File: src/rtl/mem_req_ctrl_pkg.sv
// Shared definitions for the data-side memory request controller:
// one-hot memop bit positions, transfer size codes and FSM states.
package mem_req_ctrl_pkg;

    localparam int OP_LB  = 0;
    localparam int OP_LBU = 1;
    localparam int OP_LH  = 2;
    localparam int OP_LHU = 3;
    localparam int OP_LW  = 4;
    localparam int OP_SB  = 5;
    localparam int OP_SH  = 6;
    localparam int OP_SW  = 7;
    localparam int OP_LWL = 8;
    localparam int OP_LWR = 9;
    localparam int OP_SWL = 10;
    localparam int OP_SWR = 11;

    localparam logic [1:0] SIZE_BYTE = 2'd0;
    localparam logic [1:0] SIZE_HALF = 2'd1;
    localparam logic [1:0] SIZE_WORD = 2'd2;

    typedef enum logic [2:0] {
        ST_IDLE    = 3'd0,
        ST_REQ     = 3'd1,
        ST_WAIT    = 3'd2,
        ST_DONE    = 3'd3,
        ST_DISCARD = 3'd4
    } state_t;

    function automatic logic is_store(input logic [OP_SWR:0] op);
        return op[OP_SB] | op[OP_SH] | op[OP_SW] | op[OP_SWL] | op[OP_SWR];
    endfunction

    function automatic logic [1:0] op_size(input logic [OP_SWR:0] op);
        if (op[OP_LB] | op[OP_LBU] | op[OP_SB])
            return SIZE_BYTE;
        else if (op[OP_LH] | op[OP_LHU] | op[OP_SH])
            return SIZE_HALF;
        else
            return SIZE_WORD;
    endfunction

    function automatic logic is_unaligned_word(input logic [OP_SWR:0] op);
        return op[OP_LWL] | op[OP_LWR] | op[OP_SWL] | op[OP_SWR];
    endfunction

endpackage

File: src/rtl/st_lane_gen.sv
// Store lane generator: byte strobes and lane-aligned write data for
// sb/sh/sw/swl/swr. Loads produce no strobes.
module st_lane_gen
    import mem_req_ctrl_pkg::*;
#(
    parameter int MMOP_W = 12
) (
    input  logic [MMOP_W-1:0] memop,
    input  logic [1:0]        addr_low,
    input  logic [31:0]       wdata,
    output logic [3:0]        wstrb,
    output logic [31:0]       lane_wdata
);

    logic [4:0] shamt_left;
    logic [4:0] shamt_right;

    assign shamt_left  = {addr_low, 3'b000};
    assign shamt_right = {2'd3 - addr_low, 3'b000};

    // NOTE: both outputs get a default first so no path leaves them unassigned (no latch).
    always_comb begin
        wstrb      = 4'b0000;
        lane_wdata = wdata;
        if (memop[OP_SB]) begin
            wstrb      = 4'b0001 << addr_low;
            lane_wdata = {4{wdata[7:0]}};
        end else if (memop[OP_SH]) begin
            wstrb      = 4'b0011 << {addr_low[1], 1'b0};
            lane_wdata = {2{wdata[15:0]}};
        end else if (memop[OP_SW]) begin
            wstrb      = 4'b1111;
        end else if (memop[OP_SWL]) begin
            // swl writes the high bytes of the register into the low lanes
            wstrb      = 4'b1111 >> (2'd3 - addr_low);
            lane_wdata = wdata >> shamt_right;
        end else if (memop[OP_SWR]) begin
            wstrb      = 4'b1111 << addr_low;
            lane_wdata = wdata << shamt_left;
        end
    end

endmodule

File: src/rtl/mem_req_ctrl.sv
// Data-side request controller: issues one memory transaction per EX-stage
// memory instruction, stalls the pipeline until it resolves, handles flushes.
module mem_req_ctrl
    import mem_req_ctrl_pkg::*;
#(
    parameter int ADDR_W = 32,
    parameter int MMOP_W = 12
) (
    input  logic              clk,
    input  logic              rst_n,
    input  logic              ex_valid_i,
    input  logic [MMOP_W-1:0] ex_memop_i,
    input  logic [ADDR_W-1:0] ex_addr_i,
    input  logic [31:0]       ex_wdata_i,
    input  logic              flush_i,
    input  logic              pipe_stall_i,
    output logic              data_req_o,
    output logic              data_wr_o,
    output logic [1:0]        data_size_o,
    output logic [ADDR_W-1:0] data_addr_o,
    output logic [3:0]        data_wstrb_o,
    output logic [31:0]       data_wdata_o,
    input  logic              data_addr_ok_i,
    input  logic              data_data_ok_i,
    input  logic [31:0]       data_rdata_i,
    output logic [31:0]       rdata_o,
    output logic [1:0]        addr_low_o,
    output logic              rdata_valid_o,
    output logic              stallreq_o
);

    state_t            state;
    logic              accept;
    logic [3:0]        next_wstrb;
    logic [31:0]       next_wdata;
    logic [ADDR_W-1:0] next_addr;

    st_lane_gen #(.MMOP_W(MMOP_W)) u_st_lane_gen (
        .memop      (ex_memop_i),
        .addr_low   (ex_addr_i[1:0]),
        .wdata      (ex_wdata_i),
        .wstrb      (next_wstrb),
        .lane_wdata (next_wdata)
    );

    assign next_addr = is_unaligned_word(ex_memop_i[OP_SWR:0])
                       ? {ex_addr_i[ADDR_W-1:2], 2'b00} : ex_addr_i;

    // Gated by rst_n so the stall request is also low while reset is held.
    assign accept = rst_n && (state == ST_IDLE) && ex_valid_i
                    && (|ex_memop_i) && !flush_i;

    assign stallreq_o = accept || (state == ST_REQ) || (state == ST_WAIT)
                        || (state == ST_DISCARD);

    // NOTE: sequential state uses non-blocking assignments only.
    always_ff @(posedge clk or negedge rst_n) begin
        if (!rst_n) begin
            state         <= ST_IDLE;
            data_req_o    <= 1'b0;
            data_wr_o     <= 1'b0;
            data_size_o   <= SIZE_BYTE;
            data_addr_o   <= '0;
            data_wstrb_o  <= 4'b0000;
            data_wdata_o  <= '0;
            rdata_o       <= '0;
            addr_low_o    <= 2'b00;
            rdata_valid_o <= 1'b0;
        end else begin
            unique case (state)
                ST_IDLE: begin
                    if (accept) begin
                        state        <= ST_REQ;
                        data_req_o   <= 1'b1;
                        data_wr_o    <= is_store(ex_memop_i[OP_SWR:0]);
                        data_size_o  <= op_size(ex_memop_i[OP_SWR:0]);
                        data_addr_o  <= next_addr;
                        data_wstrb_o <= next_wstrb;
                        data_wdata_o <= next_wdata;
                        addr_low_o   <= ex_addr_i[1:0];
                    end
                end
                ST_REQ: begin
                    if (data_addr_ok_i) begin
                        data_req_o <= 1'b0;
                        if (flush_i) begin
                            // a response arriving with the flush is already absorbed
                            state <= data_data_ok_i ? ST_IDLE : ST_DISCARD;
                        end else if (data_data_ok_i) begin
                            if (data_wr_o) begin
                                state <= ST_IDLE;
                            end else begin
                                state         <= ST_DONE;
                                rdata_o       <= data_rdata_i;
                                rdata_valid_o <= 1'b1;
                            end
                        end else begin
                            state <= ST_WAIT;
                        end
                    end else if (flush_i) begin
                        data_req_o <= 1'b0;
                        state      <= ST_IDLE;
                    end
                end
                ST_WAIT: begin
                    if (flush_i) begin
                        state <= data_data_ok_i ? ST_IDLE : ST_DISCARD;
                    end else if (data_data_ok_i) begin
                        if (data_wr_o) begin
                            state <= ST_IDLE;
                        end else begin
                            state         <= ST_DONE;
                            rdata_o       <= data_rdata_i;
                            rdata_valid_o <= 1'b1;
                        end
                    end
                end
                ST_DONE: begin
                    if (flush_i || !pipe_stall_i) begin
                        state         <= ST_IDLE;
                        rdata_valid_o <= 1'b0;
                    end
                end
                ST_DISCARD: begin
                    if (data_data_ok_i)
                        state <= ST_IDLE;
                end
                default: state <= ST_IDLE;
            endcase
        end
    end

endmodule

File: config.mk
export PLATFORM = sky130hd
export DESIGN_NAME = mem_req_ctrl
export DESIGN_NICKNAME = d
export VERILOG_FILES = /design/src/rtl/mem_req_ctrl_pkg.sv /design/src/rtl/st_lane_gen.sv /design/src/rtl/mem_req_ctrl.sv
export SDC_FILE = /design/constraint.sdc
export NUM_CORES = 1
export LEC_CHECK = 0
export CAP_MARGIN = 25
export CORE_ASPECT_RATIO = 0.5
export CORE_UTILIZATION = 40
export DETAILED_ROUTE_END_ITERATION = 8
export GPL_ROUTABILITY_DRIVEN = 0
export PLACE_DENSITY = 0.72
export SLEW_MARGIN = 20
export SYNTH_ARGS = -nofsm -noshare
export SYNTH_HDL_FRONTEND = slang
export SYNTH_SLANG_ARGS = --single-unit
File: constraint.sdc
create_clock -name clk -period 4.9 [get_ports clk]
set_input_delay 0.735 -clock clk [delete_from_list [all_inputs] [get_ports clk]]
set_output_delay 0.735 -clock clk [all_outputs]
set_load 0.005 [all_outputs]
==> qor.tcl <==
set qor(yosys-top-cells-count) {nand2_1 (127), dfrtp_1 (110), nor2_1 (60)}
set qor(drive_above_1_share) 0.0899
set qor(cts_hold_repair.buffers) 0
set qor(cts_buffers) 9
set qor(globalRouteTotalUtil) 0.230
set qor(drt_pass1_iterations) 5
set qor(tritoncts) {built}
set qor(antenna-diode-count) 0
set qor(detail_route.wirelength_um) 16700
set qor(synth.net_count) 702
set qor(synth.ff_latch_count) 110
set qor(floorplan.core_area_sq_um) 13600
set qor(clk-insertion-delay-late_ns) 0.35
set qor(setup.worst_path.end_class) {output port}
set qor(finalHoldViolCount) 0
set qor(die_width_um) 169
set qor(wl_per_cell_um) 17.1
set qor(period_minus_slack_ns) 3.46
set qor(max_cap_viol_count) 0
set qor(hold_path_class) {in2async}
set qor(synth_edf_count) 0
set qor(yosysSeqAreaShare) 0.492
set qor(grt_first_pass_wirelength_um) 26300
set qor(p_leak_nw) 3.48
set qor(detailroute.via_count) 5346
set qor(syn-mean-instance-area_sq_um) 9.53
set qor(fin_skew_ns) 0.0103
set qor(status) {complete, no violations}
set qor(critical_path.max_fanout) 14
set qor(startpoint_type) {input pin}
set qor(yosys.cell_count.top_type) {nand2_1}
set qor(power_per_cell_area_nw_per_um2) 489
set qor(pin_count) 223
set qor(register_area_sq_um) 2750
set qor(clock_tree.htree_level_count) 3
set qor(synthesis.yosys.warnings) 0
set qor(synth_top_area_cells) {dfrtp_1 (49%), nand2_1 (8.5%), mux2_2 (8.1%)}
set qor(timing.critical_path.required_ns) 4.16
set qor(pin_count_of_the_biggest_net_entering_global_routing) 78
set qor(synth.cell_area_sq_um) 5590
set qor(die-area_sq_um) 14500
set qor(n_fill_cell) 1189
set qor(cts.sinks) 110
set qor(slew_hr) 0.309
set qor(multi_input_logic_area_sq_um) 2600
set qor(synth.top_cell.area_share) 0.492
set qor(first_global_vias) 5010
set qor(die_h_um) 85.6
set qor(grt_setup_unrepaired) {false}
set qor(cts.repair_timing.setup_buffer_count) 0
set qor(synth-main-ff-cell) {dfrtp_1}
set qor(antenna_found_initial) 0
set qor(core.rowCount) 30
set qor(cts_max_path_buffers) 2
set qor(synth_top_cell_by_area) {dfrtp_1}
set qor(vias_per_cell) 5.44
set qor(start_util) 0.412
set qor(vdd.ir_drop.worst_v) 0.000204
set qor(async_flop_share) 1.00
set qor(port-buffer-count) 222
set qor(crit_arrival_ns) 2.72
set qor(criticalPathCategory) {in2out}
set qor(totalNegativeSetupSlack_ns) 0
set qor(hpwl_um) 11700
set qor(postRouteAntennaNets) 0
set qor(drc) 0
set qor(synth_cell_type_count) 47
set qor(min_period_over_period) 0.706
set qor(cts_resized) 0
set qor(path_clk_slew_ns) 0.08
set qor(numnets_final) 900
set qor(worst_slew_pin_slew_ns) 1.04
set qor(max_clock_freq_ghz) 0.289
set qor(endpoints_failing_setup) 0
set qor(overflow) 0
set qor(area_delta_synth_final_pct) 46.3
set qor(synth_cells) 587
set qor(ctsRootBufferMaster) {clkbuf_16}
set qor(total_power_mw) 4.00
set qor(drt_iter0_drc) 507
set qor(fin_max_slew_vios) 0
-- worst max-delay path: stages --
cell and delay, ns:
clkdlybuf4s50_1 0.71, nor4_4 0.41, nand4b_1 0.19, nand4_1 0.16, nand2_1 0.06, clkdlybuf4s50_1 0.46
-- cell type report --
| cell class | count | share of cell area |
|---|---|---|
| multi-input cells | 429 | 0.318 |
| flip-flops and latches | 110 | 0.336 |
| inverters | 5 | 0.00229 |
| repair buffers | 230 | 0.278 |
| well taps | 192 | 0.0294 |
| clock buffers | 10 | 0.0280 |
| clock inverters | 6 | 0.00765 |
-- state kept, by name, summed over array words and instances, names as in the netlist --
signal / cells
data_wstrb_o: 4
data_wdata_o: 32
rdata_valid_o: 1
rdata_o: 32
state: 3
data_wr_o: 1
data_size_o: 2
addr_low_o: 2
data_req_o: 1
data_addr_o: 32
-- metrics by stage --
stage | setup WS, ns | hold WS, ns | cells | instance area, sq um | utilization
floorplan | 2.49 | 0.439 | 587 | 5590 | -
global placement | 1.51 | 0.453 | 966 | 7890 | 0.580
detailed placement | 1.45 | 0.458 | 966 | 7890 | 0.580
CTS | 1.45 | 0.343 | 982 | 8180 | 0.602
global route | 1.31 | 0.356 | 982 | 8180 | 0.602
finish | 1.44 | 0.344 | 982 | 8180 | 0.602
-- cells by family (layout without fill, tap and decap cells) --
group,after synthesis,after routing,synth area share
and+or+nand+nor,226,226,0.174
AOI/OAI and AO/OA,136,136,0.162
DFF,110,110,0.492
muxes,66,66,0.127
buffers and inverters,48,251,0.0432
xor gates and xnor gates,1,1,0.00157
-- path summary, 6_finish.rpt --
path                                start          endpoint  slack (ns)  depth (start not counted)
setup / recovery           ex_memop_i[10]        stallreq_o        1.44                          6
hold / removal                      rst_n    data_addr_o[0]        0.34                          1
setup reg to reg                 state[2]  data_wdata_o[27]        2.61                          5
hold reg to reg            data_size_o[0]    data_size_o[0]        0.47                          2
max in group asynchronous           rst_n  data_wdata_o[14]        3.49                          2
min in group clk           data_size_o[0]    data_size_o[0]        0.47                          2
-- metal layers --
layer,track usage,share of wire,vias to the layer above
met5,0,0,-
li1,-,-,2504
met3,0.0457,0.073,37
met4,0.0835,0.024,0
met2,0.376,0.47,265
met1,0.305,0.44,2540
-- power breakdown --
part / internal, mW / leakage (nW) / switching [mW] / total (mW)
clock: 0.360 / 0.143 / 0.365 / 0.725
sequential: 1.32 / 1.34 / 0.246 / 1.57
combinational: 1.07 / 1.99 / 0.632 / 1.70
total: 2.76 / 3.48 / 1.24 / 4.00
-- cells in the final DEF (no fill, tap or decap), types with 2 or more instances in the layout --
| cell | netlist | final |
|---|---|---|
| clkdlybuf4s50_1 | 0 | 220 |
| o21ai_0 | 18 | 18 |
| a221oi_1 | 14 | 14 |
| and3_1 | 3 | 3 |
| nor4_1 | 3 | 3 |
| dfrtp_1 | 110 | 110 |
| nor2b_1 | 6 | 6 |
| o22ai_1 | 10 | 10 |
| o31ai_1 | 3 | 3 |
| a22oi_1 | 10 | 10 |
| inv_6 | 0 | 3 |
| a2111o_1 | 2 | 2 |
| o311ai_0 | 4 | 4 |
| a222oi_1 | 11 | 11 |
| inv_1 | 4 | 4 |
| nand2b_1 | 4 | 4 |
| nor2_1 | 60 | 60 |
| nor3_2 | 2 | 2 |
| o21a_1 | 2 | 2 |
| clkbuf_16 | 0 | 9 |
| nor3b_1 | 4 | 4 |
| mux2i_1 | 26 | 26 |
| mux2_2 | 40 | 40 |
| nand3_1 | 4 | 4 |
| buf_4 | 3 | 8 |
| a31oi_1 | 12 | 12 |
| nand2_1 | 127 | 127 |
| nor3_1 | 4 | 4 |
| or3_1 | 2 | 2 |
| a21oi_1 | 43 | 43 |
No activity file was read; power rests on OpenSTA's default activity.
